File: config.mk
export PLATFORM = sky130hd
export DESIGN_NAME = fibo_index
export DESIGN_NICKNAME = d
export VERILOG_FILES = /design/src/rtl/fibo_pkg.sv /design/src/rtl/fibo_index.sv
export SDC_FILE = /design/constraint.sdc
export NUM_CORES = 1
export LEC_CHECK = 0
export CORE_ASPECT_RATIO = 1.5
export CORE_MARGIN = 4
export CORE_UTILIZATION = 50
export CTS_BUF_LIST = sky130_fd_sc_hd__clkbuf_16
export CTS_CLUSTER_DIAMETER = 150
export DETAILED_ROUTE_END_ITERATION = 8
export MAX_ROUTING_LAYER = met4
export PLACE_DENSITY_LB_ADDON = 0.05
export SLEW_MARGIN = 15
export SYNTH_ARGS = -nofsm -noshare
export SYNTH_HDL_FRONTEND = slang
export SYNTH_SLANG_ARGS = --single-unit
File: constraint.sdc
create_clock -name clk -period 2.4 [get_ports clk]
set_input_delay 0.48 -clock clk [delete_from_list [all_inputs] [get_ports clk]]
set_output_delay 0.48 -clock clk [all_outputs]
set_load 0.1 [all_outputs]
File: src/rtl/fibo_pkg.sv
// Shared definitions for the Fibonacci generator / inverse pair.
// Widths, limits and the FSM state encoding live here.
package fibo_pkg;

    localparam int VAL_W   = 21;
    localparam int IDX_W   = 5;
    localparam int MAX_IDX = 31;
    localparam int FIB_MAX = 1346269;

    typedef enum logic [1:0] {
        S_IDLE = 2'd0,
        S_OP   = 2'd1,
        S_DONE = 2'd2
    } state_t;

endpackage

File: src/rtl/fibo_index.sv
// Inverse Fibonacci: largest i <= 31 with fib(i) <= num, plus exact-hit flag.
// Walks the sequence one term per cycle until the next term exceeds num.
module fibo_index
    import fibo_pkg::*;
(
    input  logic             clk,
    input  logic             rst,
    input  logic             start,
    input  logic [VAL_W-1:0] num,
    output logic [IDX_W-1:0] idx,
    output logic             exact,
    output logic             ready,
    output logic             done_tick
);

    state_t             state_q, state_d;
    logic [VAL_W:0]     t0_q, t0_d;
    logic [VAL_W:0]     t1_q, t1_d;
    logic [VAL_W-1:0]   v_q, v_d;
    logic [IDX_W-1:0]   n_q, n_d;
    logic [IDX_W-1:0]   idx_q, idx_d;
    logic               exact_q, exact_d;

    logic [VAL_W:0]     v_ext;
    logic               stop;

    assign v_ext = {1'b0, v_q};
    // Stopping at n==31 keeps t0+t1 from ever reaching fib(33).
    assign stop  = (n_q == IDX_W'(MAX_IDX)) || (t1_q > v_ext);

    always_comb begin
        state_d   = state_q;
        t0_d      = t0_q;
        t1_d      = t1_q;
        v_d       = v_q;
        n_d       = n_q;
        idx_d     = idx_q;
        exact_d   = exact_q;
        ready     = 1'b0;
        done_tick = 1'b0;
        unique case (state_q)
            S_IDLE: begin
                ready = 1'b1;
                if (start) begin
                    v_d     = num;
                    t0_d    = '0;
                    t1_d    = (VAL_W+1)'(1);
                    n_d     = '0;
                    state_d = S_OP;
                end
            end
            S_OP: begin
                if (stop) begin
                    idx_d   = n_q;
                    exact_d = (t0_q == v_ext);
                    state_d = S_DONE;
                end else begin
                    t0_d = t1_q;
                    t1_d = t0_q + t1_q;
                    n_d  = n_q + IDX_W'(1);
                end
            end
            S_DONE: begin
                done_tick = 1'b1;
                state_d   = S_IDLE;
            end
            default: begin
                state_d = S_IDLE;
            end
        endcase
    end

    always_ff @(posedge clk) begin
        if (rst) begin
            state_q <= S_IDLE;
            t0_q    <= '0;
            t1_q    <= '0;
            v_q     <= '0;
            n_q     <= '0;
            idx_q   <= '0;
            exact_q <= 1'b0;
        end else begin
            state_q <= state_d;
            t0_q    <= t0_d;
            t1_q    <= t1_d;
            v_q     <= v_d;
            n_q     <= n_d;
            idx_q   <= idx_d;
            exact_q <= exact_d;
        end
    end

    assign idx   = idx_q;
    assign exact = exact_q;

endmodule
==> metrics.txt <==
Mapped Nets about 650; total gr overflow 0; Hold Path Class flip-flop to flip-flop; PD cells 517 nW/um2; Starting DRT DRC Count 251; Synth Instances 578; GRT Total Usage a little over a quarter; CP Capture Type flip-flop; Max clock buf depth 2; Post-synth EDFFs 0; CTS Buf Count 9; most frequent cells in the layout nand2_1 (89), buf_4 (86), a21oi_1 (64); Num Clock Sinks 78; share of cells above drive strength 1 31.8%; # DRC 0; maximum fanout along the worst path 7; Inst Count DP 775; CP Class flip-flop to flip-flop; top_reg_cell synth dfxtp_1; initial antenna violation count 0; post-route setup slack -0.0858 ns; Slew headroom 58.6%; die height 125 um; endpoints failing setup 39; post-place instance area 5580 um2; Period minus WS final 2.49 ns; slowest CP cell dfxtp_2; Post-DP HPWL 9.51 mm; worst path arrival time 2.76 ns; uppermost layer routed met4; final net count 755; status finished with violations; final cell count without fillers 801; met3 WL post-DR 504 um; post-synth cell types 51; vias in the first global route 4480; core area 8880 um2; Die Area 10800 um2; Max-Cap Viols 0; RSZ-0062 raised after global routing yes; site row count 42; area fraction of the dominant cell type after synthesis 34.1%; startpoint types flip-flop; CTS tree built; CTS H-tree lvls 3; Final Instance Area about 6600 um2; total chip power around 3400 uW; Syn. warnings 0; worst skew pair latency 0.34 ns; Setup Skew 0.00547 ns; n_diodes 0; commonest non-fill, non-tap cell in the layout nand2_1; violated checks negative setup slack; worst slew pin tran 0.621 ns; largest net degree at the start of global routing 39; cell chain of the critical path inv_2, ha_4, and2_4, a221o_1, a211oi_2, nand3_2, a21oi_4, a21o_4, buf_12, buf_12, nand3_2, a21oi_2; VDD IR max 0.000453 V; f_max 0.402 GHz; final WL roughly 14 mm; Critical Path RT 2.67 ns; routed metal-1 wirelength 5.33 mm; Initial Util a little over 50%; DR WL met2 7.15 mm; asr flop ratio synth 0%; Yosys reg bits 78; Yosys top cell by area dfxtp_1; PortBufs 31; fin crit share 104%; sequential fraction of the synthesis area between 30% and 40%; DR WL/cell about 17 um; fin. max-slew vios 0; Post-DRT Antenna Nets 0; crit-path max cell delay 0.36 ns; post-place setup slack -0.381 ns; drt first pass iters 4; Fin. Hold Viols 0; number of I/O pins 32; Area contributors post-synth dfxtp_1 (34%), ha_1 (12%), a21oi_1 (9.2%), nand2_1 (7.4%), nand3_1 (4.4%); Pleak approximately 0.0028 uW; Vias per Instance around 5.6; Worst-path clk slew roughly 0.060 ns; CTS Root Cell clkbuf_16; via count 4481; mapped cell area 4580 um2; area added between synthesis and finish 43.4%; syn_area_per_cell 7.93 um2; die outline width 86.2 um; first-pass GRT wire length 21.3 mm; GPL Wtd Cong slightly above 0.9
## critical path: cells and delay by family (launching register included)
kind | cells | cell delay (ns)
buffers and inverters | 3 | 0.34
AND/OR/NAND/NOR | 3 | 0.38
adder cells (fa/ha/maj) | 1 | 0.20
flip-flops | 1 | 0.36
AO/OA/AOI/OAI | 5 | 1.13
## where the power goes
group          internal [uW]  total [uW]  switching, uW
sequential              1330        1350           24.7
combinational            313         696            383
clock                    796        1350            555
## what timing repair did
item | in CTS | in global routing
pin swaps | 29 | 35
gates resized for setup | 46 | 81
gates cloned | 2 | 1
hold buffers | 0 | 0
setup endpoints to repair | 55 | 55
setup buffers | 2 | 5
## worst paths after layout
kind         slack (ns)  startpoint       end  cells after the start
max reg2reg       -0.09      v_q[8]  t1_q[11]                     12
max               -0.09      v_q[8]  t1_q[11]                     12
min reg2reg        0.48      v_q[8]    v_q[8]                      2
min                0.48      v_q[8]    v_q[8]                      2
## Yosys cell counts (2+ instances only)
cell and count:
nand3_1 40, nor4_1 5, a21o_1 8, buf_2 6, o21a_1 4, nor2_1 34
nand2_1 90, nand3b_1 3, nor3_1 11, inv_1 31, xor2_1 20, nor2b_1 4
nand2b_1 7, xnor2_1 19, and2_1 2, mux2i_1 6, ha_1 44, o22ai_1 2
buf_6 4, a211oi_1 6, clkbuf_1 17, nand4_1 5, and3_1 3, or3_1 4
o21ai_0 17, a21oi_1 84, dfxtp_1 78
## area by class of cell
class                           instances  area [um2]
Clock buffer                            9         225
Clock inverter                          7        65.1
Fill cell                             676        2310
Inverter                               31         116
Multi-Input combinational cell        442        3290
Sequential cell                        78        1580
Tap cell                              110         138
Timing Repair Buffer                  124        1150
## through the flow
stage          utilization, %  TNS [ns]  hold WS (ns)
4_1_cts                  68.8     -1.01         0.488
2_1_floorplan               -         0         0.449
3_3_place_gp             62.8     -5.18         0.469
5_1_grt                  74.0     -5.52         0.516
6_report                 74.0     -1.57         0.484
3_5_place_dp             62.8     -6.58         0.480
## flip-flops by register name (all words and copies together) (netlist names)
| signal | cells |
|---|---|
| t0_q | 22 |
| idx | 5 |
| exact | 1 |
| state_q | 2 |
| t1_q | 22 |
| n_q | 5 |
| v_q | 21 |
## metal layers
metal / vias to the layer above / track usage [%]
met5: - / -
met3: 45 / 3.88
met4: 0 / 15.3
met1: 2096 / 28.3
li1: 2230 / -
met2: 110 / 43.9
## kinds of logic after synthesis
| logic type | share of synthesized area (%) |
|---|---|
| mux | 1.56 |
| simple gates | 21.3 |
| buf+inv | 5.57 |
| compound gates | 17.6 |
| fa+ha+maj | 12.5 |
| flops | 34.1 |
| xor+xnor | 7.45 |
Power figures use the tool's default switching activity.
